### src/rtl/logic16_pkg.sv
// Shared types and the bitwise evaluation function for logic16_unit.
package logic16_pkg;

  localparam int LOGIC16_WIDTH = 16;

  typedef enum logic [1:0] {
    OP_AND  = 2'd0,
    OP_OR   = 2'd1,
    OP_XOR  = 2'd2,
    OP_NAND = 2'd3
  } logic16_op_t;

  typedef enum logic [1:0] {
    OCC_EMPTY,
    OCC_PARTIAL,
    OCC_FULL
  } logic16_occ_t;

  function automatic logic [LOGIC16_WIDTH-1:0] logic16_eval(
    input logic16_op_t              op,
    input logic [LOGIC16_WIDTH-1:0] a,
    input logic [LOGIC16_WIDTH-1:0] b
  );
    logic [LOGIC16_WIDTH-1:0] r;
    case (op)
      OP_AND:  r = a & b;
      OP_OR:   r = a | b;
      OP_XOR:  r = a ^ b;
      default: r = ~(a & b);
    endcase
    return r;
  endfunction

endpackage

### src/rtl/logic16_fifo.sv
// Synchronous FIFO with registered occupancy count; outputs depend only on state.
module logic16_fifo
  import logic16_pkg::*;
#(
  parameter int W     = 16,
  parameter int DEPTH = 2,
  localparam int AW   = $clog2(DEPTH),
  localparam int CW   = $clog2(DEPTH + 1)
) (
  input  logic         clk,
  input  logic         reset,
  input  logic         push_i,
  input  logic         pop_i,
  input  logic [W-1:0] wdata_i,
  output logic [W-1:0] rdata_o,
  output logic         full_o,
  output logic         empty_o
);

  logic [DEPTH-1:0][W-1:0] mem_q;
  logic [AW-1:0]           wptr_q, wptr_d, rptr_q, rptr_d;
  logic [CW-1:0]           count_q, count_d;
  logic16_occ_t            occ;
  logic                    do_push, do_pop;

  always_comb begin
    occ = OCC_PARTIAL;
    if (count_q == '0)
      occ = OCC_EMPTY;
    else if (count_q == CW'(DEPTH))
      occ = OCC_FULL;
  end

  assign full_o  = (occ == OCC_FULL);
  assign empty_o = (occ == OCC_EMPTY);
  assign do_push = push_i && !full_o;
  assign do_pop  = pop_i && !empty_o;
  assign rdata_o = mem_q[rptr_q];

  always_comb begin
    count_d = count_q;
    wptr_d  = wptr_q;
    rptr_d  = rptr_q;
    if (do_push) wptr_d = wptr_q + AW'(1);
    if (do_pop)  rptr_d = rptr_q + AW'(1);
    case ({do_push, do_pop})
      2'b10:   count_d = count_q + CW'(1);
      2'b01:   count_d = count_q - CW'(1);
      default: count_d = count_q;
    endcase
  end

  always_ff @(posedge clk) begin
    if (reset) begin
      wptr_q  <= '0;
      rptr_q  <= '0;
      count_q <= '0;
    end else begin
      wptr_q  <= wptr_d;
      rptr_q  <= rptr_d;
      count_q <= count_d;
    end
  end

  // Storage needs no reset: entries are only read while count is non-zero.
  always_ff @(posedge clk) begin
    if (do_push && !reset)
      mem_q[wptr_q] <= wdata_i;
  end

endmodule

### src/rtl/logic16_unit.sv
// Handshaked bitwise logic unit with result FIFO and pop counter.
// Optional LOGIC16_ZERO_FLAG_EN adds a stored per-entry zero flag and the out_zero port.
module logic16_unit
  import logic16_pkg::*;
#(
  parameter int WIDTH = LOGIC16_WIDTH,
  parameter int DEPTH = 2
) (
  input  logic             clk,
  input  logic             reset,
  input  logic             in_valid,
  output logic             in_ready,
  input  logic [1:0]       in_op,
  input  logic [WIDTH-1:0] in_a,
  input  logic [WIDTH-1:0] in_b,
  output logic             out_valid,
  input  logic             out_ready,
  output logic [WIDTH-1:0] out_data,
`ifdef LOGIC16_ZERO_FLAG_EN
  output logic             out_zero,
`endif
  output logic [15:0]      txn_count
);

`ifdef LOGIC16_ZERO_FLAG_EN
  localparam int EW = WIDTH + 1;
`else
  localparam int EW = WIDTH;
`endif

  logic [WIDTH-1:0] res;
  logic [EW-1:0]    wdata, rdata;
  logic             full, empty, push, pop;
  logic [15:0]      txn_q, txn_d;

  generate
    if (WIDTH == LOGIC16_WIDTH) begin : g_pkg_eval
      assign res = logic16_eval(logic16_op_t'(in_op), in_a, in_b);
    end else begin : g_wide_eval
      always_comb begin
        case (logic16_op_t'(in_op))
          OP_AND:  res = in_a & in_b;
          OP_OR:   res = in_a | in_b;
          OP_XOR:  res = in_a ^ in_b;
          default: res = ~(in_a & in_b);
        endcase
      end
    end
  endgenerate

  assign in_ready  = !full;
  assign out_valid = !empty;
  assign push      = in_valid && in_ready;
  assign pop       = out_valid && out_ready;

`ifdef LOGIC16_ZERO_FLAG_EN
  assign wdata    = {(res == '0), res};
  assign out_zero = rdata[WIDTH] && !empty;
`else
  assign wdata    = res;
`endif
  assign out_data = rdata[WIDTH-1:0];

  logic16_fifo #(.W(EW), .DEPTH(DEPTH)) u_fifo (
    .clk     (clk),
    .reset   (reset),
    .push_i  (push),
    .pop_i   (pop),
    .wdata_i (wdata),
    .rdata_o (rdata),
    .full_o  (full),
    .empty_o (empty)
  );

  assign txn_d     = pop ? txn_q + 16'd1 : txn_q;
  assign txn_count = txn_q;

  always_ff @(posedge clk) begin
    if (reset) txn_q <= '0;
    else       txn_q <= txn_d;
  end

endmodule

### config.mk
export PLATFORM = sky130hd
export DESIGN_NAME = logic16_unit
export DESIGN_NICKNAME = d
export VERILOG_FILES = /design/src/rtl/logic16_pkg.sv /design/src/rtl/logic16_fifo.sv /design/src/rtl/logic16_unit.sv
export SDC_FILE = /design/constraint.sdc
export NUM_CORES = 1
export LEC_CHECK = 0
export ABC_AREA = 1
export BUFFER_PORTS_ARGS = -buffer_cell sky130_fd_sc_hd__buf_2
export CAP_MARGIN = 30
export CORE_ASPECT_RATIO = 1.1
export CORE_MARGIN = 2
export CORE_UTILIZATION = 45
export CTS_CLUSTER_SIZE = 16
export DETAILED_ROUTE_END_ITERATION = 8
export PLACE_DENSITY = 0.69
export SKIP_CTS_REPAIR_TIMING = 1
export SLEW_MARGIN = 10
export SYNTH_ARGS = -nofsm -noshare
export SYNTH_HDL_FRONTEND = slang
export SYNTH_SLANG_ARGS = --single-unit
export TNS_END_PERCENT = 20
### constraint.sdc
create_clock -name clk -period 4.33 [get_ports clk]
set_input_delay 0.433 -clock clk [delete_from_list [all_inputs] [get_ports clk]]
set_output_delay 0.433 -clock clk [all_outputs]
set_load 0.005 [all_outputs]
==> reports/results.ini, run 1 <==
[synth]
synth_edf_count=32
synthesis.area_um2=3080
yosys.area.top_type=edfxtp_1
synth_top_area_frac=0.312
yosys_warnings=0
synth_nets=450
async_flop_share=0
postSynthAreaPerCell_um2=8.14
seq_area_frac_synth=0.442
synth_cell_types=25
ys.flop_type=edfxtp_1
ys_ff_latch=52
synth_cells=378
yosysMostFrequentCell=nand2_1
synth_common_cells=nand2_1, inv_1, o21ai_0, ha_1, edfxtp_1
netlist_top_cells_area=edfxtp_1, ha_1, dfxtp_1

[timing]
layout_min_cycle_time_ps=2420
hold_viol_final=0
setup_tns_ps=0
tightest_slew_ps=641
period_share=0.558
drv_slew=0
clock_skew_ps=5.20
slew_headroom=0.572
setup_viol=0
max_freq_mhz=414
rsz0062_at_grt=no

[floorplan]
rows=31
coreArea_um2=6590
fp.dieArea_um2=7520
initial_utilization=0.467
dieHeight_um=90.7
die_x_um=82.9
io-pin-count=72

[worst_setup_path]
r2r_end=u_fifo.rptr_q
critPathMaxStageDelay_ps=670
start_kind=flop
worstPathCellList=clkinv_1, nand2_1, nand2_1, buf_2
cpMaxStageDelayCell=dfxtp_1
r2r_cells=3
cp_common_cell=nand2_1
ff2ff_setup_slack_ps=2550
setup.worst_path.class=flop to primary output
worst-path-max-fanout=18
r2r_start=u_fifo.rptr_q
crit_path_end_kind=primary output
worstPathRequired_ps=3900
arrival_ps=1980

[route]
dr.max_layer_used=met4
first_pass_iters=4
drt-initial-drc-count=72
drt-met1-wl_mm=2.70
drc=0
wl_met2_mm=3.05
drt-total-wl_mm=6.13
ant_nets=0
wl_per_cell_um=11.5
vias=2572
via_per_inst=4.83
met3WireLength_um=299

[grt]
grt_overflow=0
antenna_found_initial=0
grt_pass1_vias=2422
grt_max_degree=19
track_usage=0.167
grt_pass1_wl_mm=10.4

[power]
pwr-share-clk=0.237
p_int_mw=0.799
p_leak_nw=1.75
p_sw_mw=0.366
power_density_nw_per_um2=323
vdd_drop_max_v=0.000160
power.share.combinational=0.242
power_frac_seq=0.521
swShare=0.314

[worst_hold_path]
hp-start=reset
min_path_type=primary input to flop
hold_depth=2
whs_endpoint=txn_count[14]

[clock_tree]
clk_pin_slew_ps=90
cts_num_sinks=52
cts_buffer_depth=2
root_buffer=clkbuf_8
clkLatencyLatePin_ps=300
htreeDepth=2
cts_buffers=5
cts_tree=built

[placed_design]
dp_hpwl_mm=4.72
port_buffers=71
place_congestion=0.785
dp.cells=525

[cells_and_area]
nNetsFinal=522
diodes=0
drive_gt1_frac=0.206
fin_cells=533
area_delta_synth_final_pct=17.2
post-route-util=0.547

[flow_run]
drv_cap=0

[run_status]
status=complete, no violations

-- cell families after synthesis --
group,Yosys count,share of synthesized area
simple gates,156,0.216
compound gates,68,0.113
buf+inv,66,0.0845
flops,52,0.442
fa+ha+maj,34,0.138
xor+xnor,2,0.00569
-- placed cells by master, fill, tap and decap left out, drive strengths merged --
cell type / instances
clkbuf: 5
buf: 74
nand2: 101
clkinvlp: 1
edfxtp: 32
inv: 57
and3: 1
nor2: 37
nand4: 4
nor3: 2
xor2: 2
o21ai: 42
clkinv: 2
dfxtp: 20
a21oi: 24
nand3: 11
o21bai: 1
ha: 34
o21a: 1
-- per-layer routing --
layer  global-route usage  vias up
li1                     -     1358
met1                0.190     1140
met2                0.314       67
met5                    0        -
met4               0.0519        0
met3               0.0293        7
-- critical path: cells and delay by family, from the launching register on --
kind                   cells  cell delay (ps)
and+or+nand+nor            2              280
buffers and inverters      2              740
DFF                        1              670
-- worst max-delay path by stage --
stage                      start          endpoint  slack (ps)  cells after the start
6_report           u_fifo.rptr_q       out_data[5]        1910                      4
5_1_grt            u_fifo.rptr_q       out_data[8]        1690                      4
4_1_cts            u_fifo.rptr_q      out_data[14]        1840                      4
3_5_place_dp       u_fifo.rptr_q      out_data[14]        2190                      4
3_3_place_gp       u_fifo.rptr_q      out_data[14]        2240                      4
2_1_floorplan  u_fifo.count_q[0]  u_fifo.mem_q[16]        2150                      4
-- registers in the layout (all words and copies together), names as in the netlist --
name	flops
u_fifo.mem_q	32
txn_count	16
u_fifo.count_q	2
u_fifo.rptr_q	1
u_fifo.wptr_q	1
-- stage by stage --
stage                     hold WS [ps]  cell area, um^2  total power [mW]  setup slack, ps
after floorplan                    434             3080             0.789             2150
after global placement             448             3510             0.893             2240
after detailed placement           464             3520             0.904             2190
after CTS                          394             3610              1.18             1840
after global routing               400             3610              1.25             1690
final                              404             3610              1.16             1910
-- power groups by stage --
stage	sequential, mW	clock (mW)	combinational [mW]
after CTS	0.607	0.287	0.287
after global placement	0.618	0	0.275
final	0.607	0.276	0.282
after global routing	0.612	0.307	0.327
after detailed placement	0.618	0	0.286
after floorplan	0.603	0	0.186
-- final cells by class --
class / count / area (um^2)
Tap cell: 82 / 103
Clock buffer: 5 / 68.8
Fill cell: 652 / 2990
Sequential cell: 52 / 1360
Timing Repair Buffer: 74 / 378
Multi-Input combinational cell: 260 / 1460
Clock inverter: 3 / 21.3
Inverter: 57 / 214
(Power assumes the default switching activity.)
==> run 2, diff against run 1 <==
--- a/config.mk
+++ b/config.mk
@@ -5,7 +5,7 @@
 export SDC_FILE = /design/constraint.sdc
 export NUM_CORES = 1
 export LEC_CHECK = 0
-export ABC_AREA = 1
+export ABC_AREA = 0
 export BUFFER_PORTS_ARGS = -buffer_cell sky130_fd_sc_hd__buf_2
 export CAP_MARGIN = 30
 export CORE_ASPECT_RATIO = 1.1
@@ -13,7 +13,7 @@
 export CORE_UTILIZATION = 45
 export CTS_CLUSTER_SIZE = 16
 export DETAILED_ROUTE_END_ITERATION = 8
-export PLACE_DENSITY = 0.69
+export PLACE_DENSITY = 0.68
 export SKIP_CTS_REPAIR_TIMING = 1
 export SLEW_MARGIN = 10
 export SYNTH_ARGS = -nofsm -noshare
==> constraint.sdc (replaced) <==
create_clock -name clk -period 2.5 [get_ports clk]
set_input_delay 0.25 -clock clk [delete_from_list [all_inputs] [get_ports clk]]
set_output_delay 0.25 -clock clk [all_outputs]
set_load 0.005 [all_outputs]
==> reports/results.ini, run 2 <==
[synth]
synth_cells=312
netlist_top_cells_area=edfxtp_1, ha_1, dfxtp_1
synthesis.area_um2=3170
yosys_warnings=0
postSynthAreaPerCell_um2=10.2
ys_ff_latch=52
synth_cell_types=36
ys.flop_type=edfxtp_1
yosys.area.top_type=edfxtp_1
synth_nets=384
async_flop_share=0
synth_common_cells=ha_1, nor2_1, inv_1, edfxtp_1, mux2_2
synth_top_area_frac=0.303
synth_edf_count=32
seq_area_frac_synth=0.429

[grt]
grt_pass1_wl_mm=9.33
grt_overflow=0
track_usage=0.147
grt_max_degree=39
grt_pass1_vias=2181
antenna_found_initial=0

[cells_and_area]
diodes=0
fin_cells=465
layout_commonest_cell=buf_2
drive_gt1_frac=0.303
nNetsFinal=452
regArea_um2=1360
fillCellCount=622
largest_reg_flops=32
largest_register=u_fifo.mem_q
area_delta_synth_final_pct=17.8
layout_common_cells=buf_2, nor2_1, ha_1
multiInputGateArea_um2=1630

[placed_design]
place_congestion=0.790
dp.cells=458
port_buffers=71
dp_hpwl_mm=4.12

[timing]
hold_viol_final=0
max_freq_mhz=513
setup_viol=0
setup_tns_ps=0
clock_skew_ps=2.62
drv_slew=0
slew_headroom=0.507
period_share=0.779
layout_min_cycle_time_ps=1950
tightest_slew_ps=739
rsz0062_at_grt=no

[route]
wl_per_cell_um=11.7
drt-initial-drc-count=54
ant_nets=0
vias=2386
drt-total-wl_mm=5.45
via_per_inst=5.13
first_pass_iters=4
drc=0

[power]
p_leak_nw=1.65
power.share.combinational=0.254
power_frac_seq=0.469
pwr-share-clk=0.277
p_sw_mw=0.629
vdd_drop_max_v=0.000336
p_int_mw=1.72
swShare=0.267
power_density_nw_per_um2=630

[worst_hold_path]
min_path_type=primary input to flop
whs_endpoint=txn_count[13]
hold_depth=2
hp-start=reset

[worst_setup_path]
setup.worst_path.class=flop to flop
r2r_cells=5
worst-path-buf-inv=1
start_kind=flop
worstPathRequired_ps=2730
worstPathCellList=o21ai_1, inv_1, ha_1, or3_1, a21oi_1
worst-path-max-fanout=8
ff2ff_setup_slack_ps=550
cpMaxStageDelayCell=o21ai_1
arrival_ps=2180
cp_top_family=compound AO/OA/AOI/OAI gates
r2r_end=u_fifo.count_q[1]
r2r_start=u_fifo.count_q[0]
critPathMaxStageDelay_ps=410
crit_path_end_kind=flop

[floorplan]
fp.dieArea_um2=7730
io-pin-count=72
initial_utilization=0.458
coreArea_um2=6930
die_x_um=84.0
rows=32
dieHeight_um=92.0

[run_status]
status=complete, no violations

[flow_run]
drv_cap=0

[clock_tree]
clk_pin_slew_ps=90
cts_num_sinks=52
cts_buffers=5
cts_buffer_depth=2
clkLatencyLatePin_ps=290
htreeDepth=2
root_buffer=clkbuf_8
cts_tree=built

run 2: cell types whose count changed in the layout (fill, tap and decap cells not counted), moves of 4 or more:
cell	previous run	this run
xor2_1	2	6
nor2_2	4	0
inv_1	56	33
xnor2_1	0	7
mux2_2	0	27
o31ai_1	0	8
nor2b_1	0	18
o211ai_1	0	7
a211oi_1	0	9
nand2_1	100	7
o21ai_0	41	5
nand3_1	9	3
run 2: worst max-delay path by stage:
stage                           start           endpoint  slack (ps)  cells past startpoint
floorplan           u_fifo.count_q[0]   u_fifo.mem_q[16]         160                      4
global placement    u_fifo.count_q[0]  u_fifo.count_q[1]         600                      5
detailed placement  u_fifo.count_q[0]  u_fifo.count_q[1]         560                      5
CTS                 u_fifo.count_q[0]  u_fifo.count_q[1]         530                      5
global route        u_fifo.count_q[0]  u_fifo.count_q[1]         380                      5
finish              u_fifo.count_q[0]  u_fifo.count_q[1]         550                      5
run 2: cell type report:
| type | instances | share of cell area |
|---|---|---|
| Clock inverter | 2 | 0.0161 |
| Tap cell | 85 | 0.0285 |
| Clock buffer | 5 | 0.0184 |
| Multi-Input combinational cell | 213 | 0.436 |
| Timing Repair Buffer | 75 | 0.103 |
| Inverter | 33 | 0.0332 |
| Sequential cell | 52 | 0.365 |
run 2: stage by stage:
step | power, mW | area [um^2] | worst slack (ps) | util | hold WS (ps)
after floorplan | 1.51 | 3170 | 162 | - | 472
after global placement | 1.72 | 3600 | 600 | 0.520 | 474
after detailed placement | 1.74 | 3600 | 556 | 0.520 | 500
after CTS | 2.39 | 3730 | 531 | 0.539 | 369
after global routing | 2.50 | 3730 | 384 | 0.539 | 387
final | 2.35 | 3730 | 552 | 0.539 | 367
run 2: power groups by stage:
| stage | clock, mW | sequential, mW | combinational [mW] |
|---|---|---|---|
| floorplan | 0 | 1.06 | 0.448 |
| global placement | 0 | 1.12 | 0.598 |
| detailed placement | 0 | 1.13 | 0.610 |
| CTS | 0.666 | 1.11 | 0.613 |
| global route | 0.699 | 1.12 | 0.676 |
| finish | 0.652 | 1.10 | 0.599 |
run 2: worst register-to-register path, stage by stage, from the launching register on:
cell and delay (ps):
dfxtp_1 380, o21ai_1 410, inv_1 210, ha_1 380
or3_1 370, a21oi_1 140
run 2: cells by family (layout without fill, tap and decap cells):
family,count (synthesis),after routing,share of synthesized area
muxes,27,27,0.0959
buffers and inverters,47,115,0.0604
AOI/OAI and AO/OA,53,53,0.105
xor gates and xnor gates,13,13,0.0359
adders and majority gates,34,34,0.134
DFF,52,52,0.429
and+or+nand+nor,86,86,0.140
run 2: layer usage:
metal,part of all wire,GRT usage,vias up
li1,-,-,1226
met1,0.46,0.181,1102
met2,0.47,0.249,56
met3,0.054,0.0342,2
met4,0.010,0.0551,0
met5,0,0,-
==> run 3, diff against run 2 <==
==> constraint.sdc (replaced) <==
create_clock -name clk -period 2 [get_ports clk]
set_input_delay 0.2 -clock clk [delete_from_list [all_inputs] [get_ports clk]]
set_output_delay 0.2 -clock clk [all_outputs]
set_load 0.005 [all_outputs]
==> reports/results.ini, run 3 (same netlist as run 2, synthesis figures left out) <==
[run_status]
status=complete, no violations

[cells_and_area]
largest_reg_flops=32
layout_common_cells=buf_2, nor2_1, ha_1
largest_register=u_fifo.mem_q
fin_area_um2=3700
nNetsFinal=453
drive_gt1_frac=0.301
layout_commonest_cell=buf_2
post-route-util=0.534
diodes=0
area_delta_synth_final_pct=16.6

[timing]
layout_min_cycle_time_ps=1670
slew_headroom=0.607
setup_tns_ps=0
period_share=0.833
max_freq_mhz=601
tightest_slew_ps=589
rsz0062_at_grt=no
fin_ws_ps=335
hold_viol_final=0
setup_viol=0
clock_skew_ps=8.54
drv_slew=0

[clock_tree]
cts_tree=built
clkLatencyLatePin_ps=300
root_buffer=clkbuf_8
cts_buffers=5
htreeDepth=2
cts_buffer_depth=2
cts_num_sinks=52
clk_pin_slew_ps=90

[route]
ant_nets=0
met3WireLength_um=263
drc=0
first_pass_iters=4
wl_met2_mm=2.67
dr.max_layer_used=met4
wl_per_cell_um=12.0
via_per_inst=5.09
drt-initial-drc-count=62
drt-met1-wl_mm=2.59
drt-total-wl_mm=5.61
vias=2375

[worst_setup_path]
worst-path-max-fanout=7
critPathMaxStageDelay_ps=450
arrival_ps=1900
setup.worst_path.class=flop to flop
start_kind=flop
crit_path_end_kind=flop
worstPathCellList=nand2b_1, nand2_1, ha_1, or3_1, a21oi_1
worstPathRequired_ps=2240
cpMaxStageDelayCell=dfxtp_1

[grt]
track_usage=0.151
grt_max_degree=39
grt_pass1_wl_mm=9.52
antenna_found_initial=0
grt_pass1_vias=2188
grt_overflow=0

[power]
p_leak_nw=1.63
vdd_drop_max_v=0.000388
finalPower_mw=2.72
power_density_nw_per_um2=735

[placed_design]
dp_hpwl_mm=4.18
placed_area_um2=3610
port_buffers=71
pre_cts_ws_ps=343
place_congestion=0.824

[flow_run]
drv_cap=0

[floorplan]
io-pin-count=72
fp.dieArea_um2=7730
die_x_um=84.0
initial_utilization=0.458
coreArea_um2=6930
rows=32
dieHeight_um=92.0

[worst_hold_path]
min_path_type=primary input to flop

==> run 3: changes by cell type in the layout (fill, tap and decap cells not counted) <==
cell,previous run,this run
bufinv_16,2,0
buf_4,4,5
clkbuf_1,0,1
clkinv_1,0,1
clkinvlp_4,0,1
==> run 3: routing by layer <==
metal | up-vias | track usage
li1 | 1226 | -
met1 | 1087 | 0.178
met2 | 56 | 0.267
met3 | 6 | 0.0351
met4 | 0 | 0.0538
met5 | - | 0
==> run 3: worst paths after layout <==
| path | startpoint | end | cells past startpoint | slack (ps) |
|---|---|---|---|---|
| setup / recovery | u_fifo.count_q[0] | u_fifo.count_q[1] | 5 | 330 |
| hold / removal | reset | u_fifo.count_q[0] | 2 | 320 |
| setup reg to reg | u_fifo.count_q[0] | u_fifo.count_q[1] | 5 | 330 |
| hold reg to reg | txn_count[12] | txn_count[12] | 2 | 510 |
==> run 3: layout make-up <==
type                    instances  area [um^2]
flip-flops and latches         52         1360
clock buffers                   6         72.6
inverters                      33          124
fillers                       639         3230
well taps                      85          106
clock inverters                 2         11.3
repair buffers                 76          393
multi-input cells             213         1630
==> run 3: critical path, delay by kind of cell (launching register included) <==
kind | cells | cell delay (ps)
AO/OA/AOI/OAI | 1 | 140
AND/OR/NAND/NOR | 3 | 660
flip-flops | 1 | 450
adder cells (fa/ha/maj) | 1 | 350
==> run 3: power breakdown <==
part           total [mW]  leakage (nW)  switching, mW  internal [mW]
Clock               0.570        0.0388          0.327          0.243
Combinational       0.816          1.14          0.407          0.409
Sequential           1.33         0.453         0.0675           1.26
Total                2.72          1.63          0.801           1.92
==> run 3: per-stage QoR <==
step           hold WS, ps  cells
2_1_floorplan          422    312
3_3_place_gp           483    459
3_5_place_dp           491    459
4_1_cts                309    467
5_1_grt                328    467
6_report               315    467
